### config.mk
export PLATFORM = sky130hd
export DESIGN_NAME = xgmii_tx_arbiter
export DESIGN_NICKNAME = d
export VERILOG_FILES = /design/src/rtl/xgmii_tx_arbiter.sv
export SDC_FILE = /design/constraint.sdc
export NUM_CORES = 1
export LEC_CHECK = 0
export CORE_UTILIZATION = 35
export DETAILED_ROUTE_END_ITERATION = 8
export DONT_BUFFER_PORTS = 1
export PLACE_DENSITY = 0.61
export SYNTH_ARGS = -nofsm -noshare
export SYNTH_HDL_FRONTEND = slang
export SYNTH_SLANG_ARGS = --single-unit
### constraint.sdc
create_clock -name sys_clk -period 5.5 [get_ports sys_clk]
set_clock_uncertainty 0.15 [all_clocks]
set_input_delay 0.825 -clock sys_clk [delete_from_list [all_inputs] [get_ports sys_clk]]
set_output_delay 0.825 -clock sys_clk [all_outputs]
set_load 0.1 [all_outputs]
### src/rtl/xgmii_tx_arbiter.sv
// -----------------------------------------------------------------------------
// xgmii_tx_arbiter
//
// Shares one 64-bit XGMII TX lane between two frame sources: src0 (measurement
// traffic generator) and src1 (control traffic such as ARP/ND replies).
// Grants are only made on frame boundaries, a granted frame is never stalled
// mid-frame, a minimum idle gap is enforced after every frame, and per-source
// frame counters plus an underrun counter are kept.
//
// Optional build macro:
//   ARB_RR_EN  - round-robin arbitration in IDLE (pointer flips to the other
//                source after every completed or aborted frame). When not
//                defined, src1 always has strict priority over src0.
//
// Parameters:
//   MIN_IFG  minimum idle words after every frame (floor for tx_ifg)
//   CNT_W    width of the frame / underrun counters
//
// Ports:
//   sys_clk      in   XGMII clock (156.25 MHz), sole clock
//   sys_rst      in   asynchronous active-high reset
//   tx_enable    in   0: finish the current frame, then grant nothing
//   tx_ifg       in   requested idle words between frames (sampled at frame end)
//   srcN_txd     in   source data word
//   srcN_txc     in   source control lanes
//   srcN_valid   in   source word valid / frame pending
//   srcN_last    in   word carries terminate and ends the frame
//   srcN_ready   out  source word accepted this cycle
//   xgmii_txd    out  registered XGMII TX data to the PHY
//   xgmii_txc    out  registered XGMII TX control to the PHY
//   busy         out  arbiter is not IDLE
//   src0_frames  out  frames completed from src0 (wraps)
//   src1_frames  out  frames completed from src1 (wraps)
//   underruns    out  frames aborted by a mid-frame valid drop (wraps)
// -----------------------------------------------------------------------------
module xgmii_tx_arbiter #(
  parameter int MIN_IFG = 3,
  parameter int CNT_W   = 32
) (
  input  logic             sys_clk,
  input  logic             sys_rst,
  input  logic             tx_enable,
  input  logic [15:0]      tx_ifg,
  input  logic [63:0]      src0_txd,
  input  logic [7:0]       src0_txc,
  input  logic             src0_valid,
  input  logic             src0_last,
  output logic             src0_ready,
  input  logic [63:0]      src1_txd,
  input  logic [7:0]       src1_txc,
  input  logic             src1_valid,
  input  logic             src1_last,
  output logic             src1_ready,
  output logic [63:0]      xgmii_txd,
  output logic [7:0]       xgmii_txc,
  output logic             busy,
  output logic [CNT_W-1:0] src0_frames,
  output logic [CNT_W-1:0] src1_frames,
  output logic [CNT_W-1:0] underruns
);

  localparam logic [63:0]      IDLE_TXD  = 64'h0707070707070707;
  localparam logic [7:0]       IDLE_TXC  = 8'hFF;
  localparam logic [63:0]      ERR_TXD   = 64'hFEFEFEFEFEFEFEFE;
  localparam logic [7:0]       ERR_TXC   = 8'hFF;
  localparam logic [15:0]      MIN_IFG_W = 16'(MIN_IFG);
  localparam logic [CNT_W-1:0] CNT_ONE   = CNT_W'(1);

  typedef enum logic [1:0] {
    ST_IDLE = 2'd0,
    ST_XMIT = 2'd1,
    ST_GAP  = 2'd2
  } state_t;

  state_t           state_q, state_d;
  logic             gnt_q, gnt_d;        // 0: src0 owns the lane, 1: src1
  logic [15:0]      gap_q, gap_d;        // remaining GAP cycles minus one
  logic [63:0]      txd_q, txd_d;
  logic [7:0]       txc_q, txc_d;
  logic [CNT_W-1:0] f0_q, f1_q, ur_q;

  logic             win;
  logic             sel;
  logic             sel_valid;
  logic             sel_last;
  logic [63:0]      sel_txd;
  logic [7:0]       sel_txc;
  logic             arb_req;
  logic [15:0]      ifg_eff;
  logic             accept;
  logic             frame_done;
  logic             abort;

  // ---------------------------------------------------------------------------
  // Arbitration winner for a new frame (only meaningful in IDLE)
  // ---------------------------------------------------------------------------
`ifdef ARB_RR_EN
  logic rr_q;   // source that wins a tie

  always_comb begin
    if (src0_valid && src1_valid) begin
      win = rr_q;
    end else begin
      win = src1_valid;
    end
  end

  // Pointer moves to the source that was not just served, so a backlog on both
  // sides alternates.
  always_ff @(posedge sys_clk or posedge sys_rst) begin
    if (sys_rst) begin
      rr_q <= 1'b0;
    end else if (frame_done || abort) begin
      rr_q <= ~sel;
    end
  end
`else
  // Fixed priority: src1 (control traffic) always first.
  assign win = src1_valid;
`endif

  assign arb_req = tx_enable && (src0_valid || src1_valid);

  // In IDLE the freshly chosen winner drives the lane in the same cycle;
  // afterwards the registered grant holds it until the frame ends.
  assign sel       = (state_q == ST_IDLE) ? win : gnt_q;
  assign sel_valid = sel ? src1_valid : src0_valid;
  assign sel_last  = sel ? src1_last  : src0_last;
  assign sel_txd   = sel ? src1_txd   : src0_txd;
  assign sel_txc   = sel ? src1_txc   : src0_txc;

  assign ifg_eff = (tx_ifg < MIN_IFG_W) ? MIN_IFG_W : tx_ifg;

  // ---------------------------------------------------------------------------
  // Next-state / output logic
  // ---------------------------------------------------------------------------
  always_comb begin
    state_d    = state_q;
    gnt_d      = gnt_q;
    gap_d      = gap_q;
    txd_d      = IDLE_TXD;
    txc_d      = IDLE_TXC;
    accept     = 1'b0;
    frame_done = 1'b0;
    abort      = 1'b0;

    case (state_q)
      ST_IDLE: begin
        if (arb_req) begin
          gnt_d   = win;
          accept  = 1'b1;
          state_d = ST_XMIT;
          if (sel_last) begin
            frame_done = 1'b1;
          end
        end
      end

      ST_XMIT: begin
        if (sel_valid) begin
          accept = 1'b1;
          if (sel_last) begin
            frame_done = 1'b1;
          end
        end else begin
          abort = 1'b1;
        end
      end

      ST_GAP: begin
        // gap_q counts down to zero; the final GAP cycle hands over to IDLE so
        // the next granted word lands right after the last idle word.
        if (gap_q == 16'd0) begin
          state_d = ST_IDLE;
        end else begin
          gap_d = gap_q - 16'd1;
        end
      end

      default: begin
        state_d = ST_IDLE;
      end
    endcase

    if (accept) begin
      txd_d = sel_txd;
      txc_d = sel_txc;
    end

    if (abort) begin
      txd_d = ERR_TXD;
      txc_d = ERR_TXC;
    end

    // Gap is counted from the cycle after the last word leaves the register,
    // hence the load of ifg_eff-1 (the first GAP cycle still shows that word).
    if (frame_done || abort) begin
      state_d = ST_GAP;
      gap_d   = ifg_eff - 16'd1;
    end
  end

  // ---------------------------------------------------------------------------
  // State, grant, gap counter and output word registers
  // ---------------------------------------------------------------------------
  always_ff @(posedge sys_clk or posedge sys_rst) begin
    if (sys_rst) begin
      state_q <= ST_IDLE;
      gnt_q   <= 1'b0;
      gap_q   <= 16'd0;
      txd_q   <= IDLE_TXD;
      txc_q   <= IDLE_TXC;
    end else begin
      state_q <= state_d;
      gnt_q   <= gnt_d;
      gap_q   <= gap_d;
      txd_q   <= txd_d;
      txc_q   <= txc_d;
    end
  end

  // ---------------------------------------------------------------------------
  // Statistics counters (wrap modulo 2^CNT_W)
  // ---------------------------------------------------------------------------
  always_ff @(posedge sys_clk or posedge sys_rst) begin
    if (sys_rst) begin
      f0_q <= '0;
      f1_q <= '0;
      ur_q <= '0;
    end else begin
      if (frame_done) begin
        if (sel) begin
          f1_q <= f1_q + CNT_ONE;
        end else begin
          f0_q <= f0_q + CNT_ONE;
        end
      end
      if (abort) begin
        ur_q <= ur_q + CNT_ONE;
      end
    end
  end

  // Ready is combinational from state/valid; it is masked while reset is held
  // because the state register already reads IDLE during reset.
  assign src0_ready  = accept && !sel && !sys_rst;
  assign src1_ready  = accept &&  sel && !sys_rst;

  assign xgmii_txd   = txd_q;
  assign xgmii_txc   = txc_q;
  assign busy        = (state_q != ST_IDLE);
  assign src0_frames = f0_q;
  assign src1_frames = f1_q;
  assign underruns   = ur_q;

endmodule
After elaboration in Yosys (flattened, before gate mapping). Index checks and enable logic that the tools add are counted.

Register bits: 187. Latch bits: 0. Memory bits (writable): 0. ROM bits: 0. Input bits: 167. Output and inout port bits: 171. Memories: 0.

$add $sub $neg: 5. $mul: 0. Div/mod/pow operators: 0. Order comparisons: 1. Equality and inequality tests: 6. Shift operators: 0. Mux-type cells: 26. Bitwise logic cells: 1. Reduce and logical (&&, ||, !) cells: 18.

Operators with widths (number): $mux 64 (3); $add 32x1->32 const B (3); $mux 16 (4); $sub 16x1->16 const B (2); $mux 8 (3); $logic_not 16->1 (1); $lt 16x2->1 const B (1); $mux 1 (10); $reduce_and 2->1 (4); $mux 2 (3); $pmux 2 s3 (1); $logic_and 1x1->1 (5); $pmux 1 s2 (2); $reduce_bool 2->1 (2); $ne 3x2->1 const B (1); $ne 3x3->1 const B (1); $reduce_and 3->1 (1); $eq 2x1->1 const B (1); $eq 2x2->1 const B (1); $logic_not 1->1 (2); $logic_not 2->1 (1); $logic_or 1x1->1 (2); $ne 2x1->1 const B (1); $ne 2x2->1 const B (1); $not 1->1 (1).

Longest topological paths before layout. Gate-level depths: netlist of run 1.

Word-level depth: 9. Mapped depth: 14.

Worst setup path before layout of run 1. OpenSTA, ideal clock, no wires.

Path kind: input port to flip-flop. Start point: in src1_valid. End point: reg gap_q[12]. Setup time: 82 ps. Data arrival time: 3571 ps. Slack: 1697 ps. Stages on the path: 13. Buffers on the path: 2. Path through: or3b_1 > and3_1 > clkbuf_1 > o21ai_1 > buf_2 > nand2_1 > mux2i_1 > ha_1 > nand2b_1 > nor4_1 > o211ai_2 > or4b_1 > a31oi_1.

Word-level cells in the longest chain between the ends: 8. Elaborated cells between the ends (all ways): 16. Classes of those cells: 1 x eq/ne; 10 x mux; 5 x reduce/logical.

RTL lines: from (decl) (RTL line 51) `input logic src1_valid,`; $mux 1 (RTL line 126) `assign sel = (state_q == ST_IDLE) ? win : gnt_q;`; $mux 1 (RTL line 128) `assign sel_last = sel ? src1_last : src0_last;`; $mux 1 (RTL line 153, 162); $mux 1, on equally long branches (RTL line 160, 149); $pmux 1 s2 (RTL line 147) `case (state_q)`; $logic_or 1x1->1 (*) (RTL line 197) `if (frame_done || abort) begin`; $ne 2x1->1 (no line) or $reduce_bool 2->1 (tied branches); $reduce_and 2->1 (no line); to (signal assigned) (RTL line 216) `gap_q <= gap_d;`; to (decl) (RTL line 77) `logic [15:0] gap_q, gap_d;`.

Mark *: on every way between the ends. The rest lies on a longest branch, timed or not. A chain may end at the register's enable or synchronous reset.

Worst setup path in the final report of run 1.
Start point: reg state_q[0]. End point: reg gap_q[12].

Word-level cells in the longest chain between the ends: 9. Elaborated cells between the ends (all ways): 17. Classes of those cells: 3 x eq/ne; 10 x mux; 4 x reduce/logical.

RTL lines: from (decl) (RTL line 75) `state_t state_q, state_d;`; from (signal assigned) (RTL line 214) `state_q <= state_d;`; $logic_not 2->1 (RTL line 126, 147); $mux 1 (RTL line 126); $mux 1 (RTL line 128); $mux 1 (RTL line 153, 162); $mux 1, on equally long branches (RTL line 160, 149); $pmux 1 s2 (RTL line 147); $logic_or 1x1->1 (RTL line 197); $ne 2x1->1 (no line) or $reduce_bool 2->1 (tied branches); $reduce_and 2->1 (no line).

Several ways; a longest one is shown, not always the timed one.

==> results of run 1 <==
routing by layer:
metal / up-vias / track usage [%]
met2: 233 / 28.43
li1: 2709 / -
met5: - / 1.894
met1: 2984 / 21.64
met4: 4 / 7.299
met3: 37 / 5.861
final timing paths:
kind                                   startpoint                          to  slack [ns]  cells past startpoint
setup reg to reg           state_q[0]$_DFFE_PP0P_       gap_q[12]$_DFFE_PP0P_        1.18                     11
max in group asynchronous                 sys_rst  src0_frames[0]$_DFFE_PP0P_        4.06                      2
hold / removal                        src0_txc[0]      xgmii_txc[0]$_DFF_PP1_        0.37                      1
setup / recovery           state_q[0]$_DFFE_PP0P_       gap_q[12]$_DFFE_PP0P_        1.18                     11
min in group asynchronous                 sys_rst      xgmii_txd[5]$_DFF_PP0_        0.43                      2
hold reg to reg              gap_q[1]$_DFFE_PP0P_        gap_q[1]$_DFFE_PP0P_        0.40                      2
final cells by class:
| cell class | count | area (µm²) |
|---|---|---|
| Inverter | 20 | 78.83 |
| Clock buffer | 19 | 432.9 |
| Timing Repair Buffer | 10 | 87.58 |
| Sequential cell | 187 | 4720 |
| Antenna cell | 5 | 12.51 |
| Multi-Input combinational cell | 492 | 3684 |
| Fill cell | 2310 | 14660 |
| Clock inverter | 13 | 165.2 |
| Tap cell | 324 | 405.4 |
worst max-delay path, stage by stage (launching register included):
cell,delay (ns)
dfrtp_1,0.54
or3b_1,0.45
and3_1,0.24
o21ai_1,0.67
nand2_1,0.39
mux2i_1,0.25
ha_1,0.26
nand2b_1,0.10
nor4_1,0.24
o211ai_2,0.26
or4b_1,0.55
a31oi_1,0.17
where the power goes:
group          switching (mW)  total, mW  internal, mW
clock                   0.560       1.25         0.685
combinational           0.402      0.683         0.282
sequential               1.29       2.91          1.61
total                    2.25       4.83          2.58
cells by family (layout without fill, tap and decap cells):
| group | after synthesis | in the layout |
|---|---|---|
| buffers and inverters | 60 | 62 |
| flip-flops | 187 | 187 |
| multiplexers | 14 | 14 |
| XOR/XNOR | 113 | 113 |
| other | 0 | 5 |
| AO/OA/AOI/OAI | 115 | 115 |
| AND/OR/NAND/NOR | 246 | 246 |
| adder cells (fa/ha/maj) | 4 | 4 |
per-stage QoR:
stage	worst slack (ns)	hold WS, ns	instances
after CTS	1.209	0.3464	1065
final	1.183	0.3741	1070
after detailed placement	1.008	0.3932	1033
after floorplan	1.697	0.3559	739
after global placement	1.071	0.3892	1033
after global routing	0.6493	0.3439	1070
layout by cell type, fill, tap and decap left out, types with 17 or more instances in the layout:
cell type / count
nor2_1: 31
o22a_1: 24
nand2_1: 38
xor2_1: 54
a221o_1: 40
inv_1: 19
dfrtp_1: 155
nor3_1: 25
xnor2_1: 59
dfstp_2: 32
nand4_1: 30
nand3_1: 30
clkbuf_16: 17
state kept, by name, summed over array words and instances, names as in the netlist:
register / cells
xgmii_txc: 8
src0_frames: 32
state_q: 2
gap_q: 16
src1_frames: 32
underruns: 32
gnt_q: 1
xgmii_txd: 64
==> out/metrics.yaml, run 1 <==
outcome:
  status: "complete, no violations"
detailed_routing:
  routedWlPerCell_um: 21.02
  ant_nets: 0
  vias: 5967
  wl_met3_um: 1553
  met1_length_um: 9440
  dr_wl_met2_um: 10830
  top_layer: "met5"
  drc: 0
  drt-initial-drc-count: 399
  drt-total-wl_um: 22490
  viasPerCell: 5.577
  drt_pass1_iterations: 4
synth:
  yosys_register_bits: 187
  syn_avg_cell_area_um2: 11.70
  netlist_area_mm2: 0.008646
  synth_warnings: 0
  synth_seq_area_share_pct: 54.59
  async_reset_ff_share_pct: 100.0
  synthTopCellsByArea: "dfrtp_1, dfstp_2, xnor2_1"
  synthTopCellsByCount: "dfrtp_1, xnor2_1, xor2_1, a221o_1, nand2_1"
  synth.most_common_cell: "dfrtp_1"
  syn_inst: 739
  synth_top_area_cell: "dfrtp_1"
  synth_top_family_by_area: "simple AND/OR/NAND/NOR gates"
  synth-adder-area-share_pct: 0.5789
  synth-edff-count: 0
  synth-compound-area-share_pct: 11.74
  synth_xor_area_share_pct: 11.45
  yosys.area_share.simple_pct: 17.05
  synth_cell_types: 63
  synthFlopType: "dfrtp_1"
  synth_top_area_share_pct: 44.86
  muxShareOfSynthArea_pct: 1.664
  syn_nets: 910
worst_setup_path:
  start_kind: "flip-flop"
  crit_type: "reg2reg"
  crit_path_max_fanout: 15
  worstPathRequired_ns: 5.69
  endpoint_kind: "flip-flop"
  worstPathArrival_ns: 4.51
floorplanning:
  io_pins: 338
  initial_core_util_pct: 35.66
  die-area_mm2: 0.02534
  fp.dieW_um: 159.2
  rows: 57
  die_y_um: 159.2
  core_mm2: 0.02425
pwr:
  peakVddDrop_uv: 210.0
  total_power_mw: 4.835
  power_density_mw_per_mm2: 504.4
  p_leak_nw: 4.036
clocking:
  cts_tree: "yes"
  cts_sinks: 187
  clk_pin_slew_ns: 0.08
  postCtsSetupBuffers: 0
  cts_resized: 0
  clockBufferDepth: 2
  cts-root-buf: "clkbuf_16"
  cts_max_level: 4
  clock_latency_ns: 0.42
  ctsHoldBuffers: 0
  cts_buffers: 17
sta:
  setup_viol: 0
  drv_slew: 0
  tightest_slew_ns: 1.076
  min_period_over_period_pct: 78.49
  tns_ns: 0
  maxSlewHeadroom_pct: 28.25
  rsz0062_at_grt: "false"
  hold_violations: 0
  min_period_ns: 4.317
  fmax_mhz: 231.6
global_routing:
  grt_usage_pct: 17.67
  grt_max_degree: 188
  grt_pass1_wl_um: 34510
  antenna_found_initial: 7
  grt_pass1_vias: 5712
  grt-ovfl-total: 0
cells_and_area:
  nets: 899
  drive_gt1_share_pct: 15.52
  final_util_pct: 39.53
  fin_area_mm2: 0.009585
  syn2layout_area_growth_pct: 10.87
placement:
  io_buffers: 0
  dp_hpwl_um: 16420
  place_congestion: 0.9135
  placed_area_mm2: 0.008975
run:
  drv_cap: 0
worst_hold_path:
  hold_path_class: "in2reg"
Note: power is estimated with default switching activity, not from simulation.
==> run 2: changes to the inputs <==
==> constraint.sdc (replaced) <==
create_clock -name sys_clk -period 3.7 [get_ports sys_clk]
set_clock_uncertainty 0.15 [all_clocks]
set_input_delay 0.555 -clock sys_clk [delete_from_list [all_inputs] [get_ports sys_clk]]
set_output_delay 0.555 -clock sys_clk [all_outputs]
set_load 0.1 [all_outputs]
==> out/metrics.yaml, run 2 (same netlist as run 1, synthesis figures left out) <==
outcome:
  status: "complete, no violations"
detailed_routing:
  drt-initial-drc-count: 491  # +23%
  vias: 6288  # +5.4%
  ant_nets: 0  # unchanged
  drt-total-wl_um: 23030  # +2.4%
  drc: 0  # unchanged
  routedWlPerCell_um: 19.74  # -6.1%
  viasPerCell: 5.388  # -3.4%
  drt_pass1_iterations: 5  # +1
sta:
  min_period_ns: 3.381  # -0.9355 ns
  min_period_over_period_pct: 91.39  # +13 points
  fmax_mhz: 295.7  # +28%
  rsz0062_at_grt: "false"
  setup_viol: 0  # unchanged
  tns_ns: 0  # unchanged
  maxSlewHeadroom_pct: 33.43  # +5.2 points
  setup_ws_ns: 0.3185  # -0.8645 ns
  tightest_slew_ns: 0.9993  # -0.07703 ns
  hold_violations: 0  # unchanged
  drv_slew: 0  # unchanged
worst_setup_path:
  timing.rr.end: "gap_q[12]$_DFFE_PP0P_"
  startpoint: "state_q[1]$_DFFE_PP0P_"
  reg2reg_from: "state_q[1]$_DFFE_PP0P_"
  cp-endpoint: "gap_q[12]$_DFFE_PP0P_"
  worstPathArrival_ns: 3.58  # -0.93 ns
  endpoint_kind: "flip-flop"
  reg2reg_slack_ns: 0.32  # -0.86 ns
  crit_path_max_fanout: 11  # -4
  r2r_cells: 12  # +1
  crit_type: "reg2reg"
  worstPathRequired_ns: 3.90  # -1.79 ns
  start_kind: "flip-flop"
clocking:
  cts_max_level: 4  # unchanged
  cts-root-buf: "clkbuf_16"
  cts_sinks: 187  # unchanged
  clk_pin_slew_ns: 0.09  # about the same
  cts_tree: "yes"
  clockBufferDepth: 2  # unchanged
  clock_latency_ns: 0.43  # about the same
  cts_buffers: 17  # unchanged
floorplanning:
  fp.dieW_um: 159.2  # unchanged
  io_pins: 338  # unchanged
  rows: 57  # unchanged
  die-area_mm2: 0.02534  # unchanged
  core_mm2: 0.02425  # unchanged
  initial_core_util_pct: 35.66  # unchanged
  die_y_um: 159.2  # unchanged
cells_and_area:
  multiInputGateArea_mm2: 0.003690  # +0.17%
  drive_gt1_share_pct: 25.89  # +10 points
  layout_common_cells: "dfrtp_1, buf_4, xnor2_1, xor2_1, a221o_1"
  syn2layout_area_growth_pct: 19.64
  seq_area_mm2: 0.004720  # unchanged
  nets: 1000  # +11%
  layout_commonest_cell: "dfrtp_1"
  fill_cells: 2277  # -1.4%
  largest_reg_flops: 64  # unchanged
worst_hold_path:
  hold_path_class: "in2reg"
  min_from: "src0_txc[2]"
global_routing:
  grt-ovfl-total: 0  # unchanged
  antenna_found_initial: 5  # -2
  grt_usage_pct: 18.31  # +0.64 points
  grt_pass1_vias: 6080  # +6.4%
  grt_pass1_wl_um: 35860  # +3.9%
  grt_max_degree: 85  # -55%
pwr:
  pwr-share-seq_pct: 54.1  # -6.0 points
  p_leak_nw: 4.580  # +13%
  switchingPower_mw: 3.423  # +52%
  pwr-share-clk_pct: 24.9  # -0.9 points
  peakVddDrop_uv: 372.3  # +77%
  p_comb_share_pct: 21.0  # +6.9 points
  power_density_mw_per_mm2: 702.6  # +39%
  total_power_mw: 7.268  # +50%
  swShare_pct: 47.10  # +0.47 points
  p_int_mw: 3.845  # +49%
placement:
  dp_hpwl_um: 17390  # +5.9%
  place_congestion: 0.9204  # +0.76%
  dp_slack_ns: 0.09766  # -0.9105 ns
  io_buffers: 0  # unchanged
run:
  drv_cap: 0  # unchanged
run 2: cell types whose count changed in the layout (fill, tap and decap cells not counted), moves of 2 or more:
cell	before	now
inv_8	3	6
diode_2	5	1
clkbuf_1	2	0
buf_4	9	108
clkinvlp_4	6	2
bufinv_16	2	0
run 2: worst min-delay path by stage:
stage | endpoint | slack (ns) | cells after the start
4_1_cts | xgmii_txd[18]$_DFF_PP1_ | 0.08 | 1
3_5_place_dp | xgmii_txd[5]$_DFF_PP0_ | 0.35 | 1
5_1_grt | xgmii_txd[18]$_DFF_PP1_ | 0.07 | 1
6_report | xgmii_txc[2]$_DFF_PP1_ | 0.1 | 1
2_1_floorplan | gap_q[1]$_DFFE_PP0P_ | 0.36 | 2
3_3_place_gp | xgmii_txd[6]$_DFF_PP0_ | 0.35 | 1
run 2: cell type report:
| type | count | area share (%) |
|---|---|---|
| well taps | 324 | 3.919 |
| clock inverters | 14 | 1.427 |
| flip-flops and latches | 187 | 45.63 |
| inverters | 20 | 0.7621 |
| diodes | 1 | 0.02419 |
| multi-input cells | 492 | 35.67 |
| clock buffers | 18 | 4.246 |
| repair buffers | 111 | 8.322 |
run 2: power groups by stage:
stage | Combinational (mW) | Clock, mW | Sequential (mW)
4_1_cts | 1.54 | 1.87 | 3.93
3_5_place_dp | 1.52 | 0 | 3.97
6_report | 1.52 | 1.81 | 3.93
5_1_grt | 1.65 | 1.95 | 3.96
2_1_floorplan | 0.845 | 0 | 4.23
3_3_place_gp | 1.51 | 0 | 3.96
run 2: per-layer routing:
metal	GRT usage (%)	routed length (µm)	share of wire, %	vias up
li1	-	-	-	2901
met1	22.64	9625	42	3091
met2	29.11	10990	48	253
met3	6.043	1672	7.3	37
met4	8.217	711	3.1	6
met5	0	34	0.15	-
run 2: timing repair:
action	4_1_cts	5_1_grt
endpoints found under the hold margin	13	0
hold buffers	1	0
resized for setup	0	1
buffers inserted	0	2
endpoints found under the setup margin	0	2
run 2: stage by stage:
step                util [%]  instances  instance area [µm²]  hold slack, ns
floorplan                  -        739                 8650          0.3559
global placement       40.10       1131                 9723          0.3530
detailed placement     40.10       1131                 9723          0.3454
CTS                    42.56       1164                10320         0.07616
global route           42.66       1167                10340         0.07311
finish                 42.66       1167                10340         0.09992
run 2: critical path: stages, from the launching register on:
cell,delay [ns]
dfrtp_1,0.38
or3b_1,0.40
and3_1,0.19
o21ai_1,0.13
buf_4,0.20
nand2_1,0.10
mux2i_1,0.18
ha_1,0.27
nand2b_1,0.12
nor4_2,0.21
o211ai_2,0.23
or4b_1,0.55
a31oi_1,0.19
==> run 3: changes to the inputs <==
--- a/config.mk
+++ b/config.mk
@@ -5,6 +5,7 @@
 export SDC_FILE = /design/constraint.sdc
 export NUM_CORES = 1
 export LEC_CHECK = 0
+export ABC_CLOCK_PERIOD_IN_PS = 3700
 export CORE_UTILIZATION = 35
 export DETAILED_ROUTE_END_ITERATION = 8
 export DONT_BUFFER_PORTS = 1
==> results of run 3 <==
The final DEF is identical to that of run 2; final timing and power are the same.
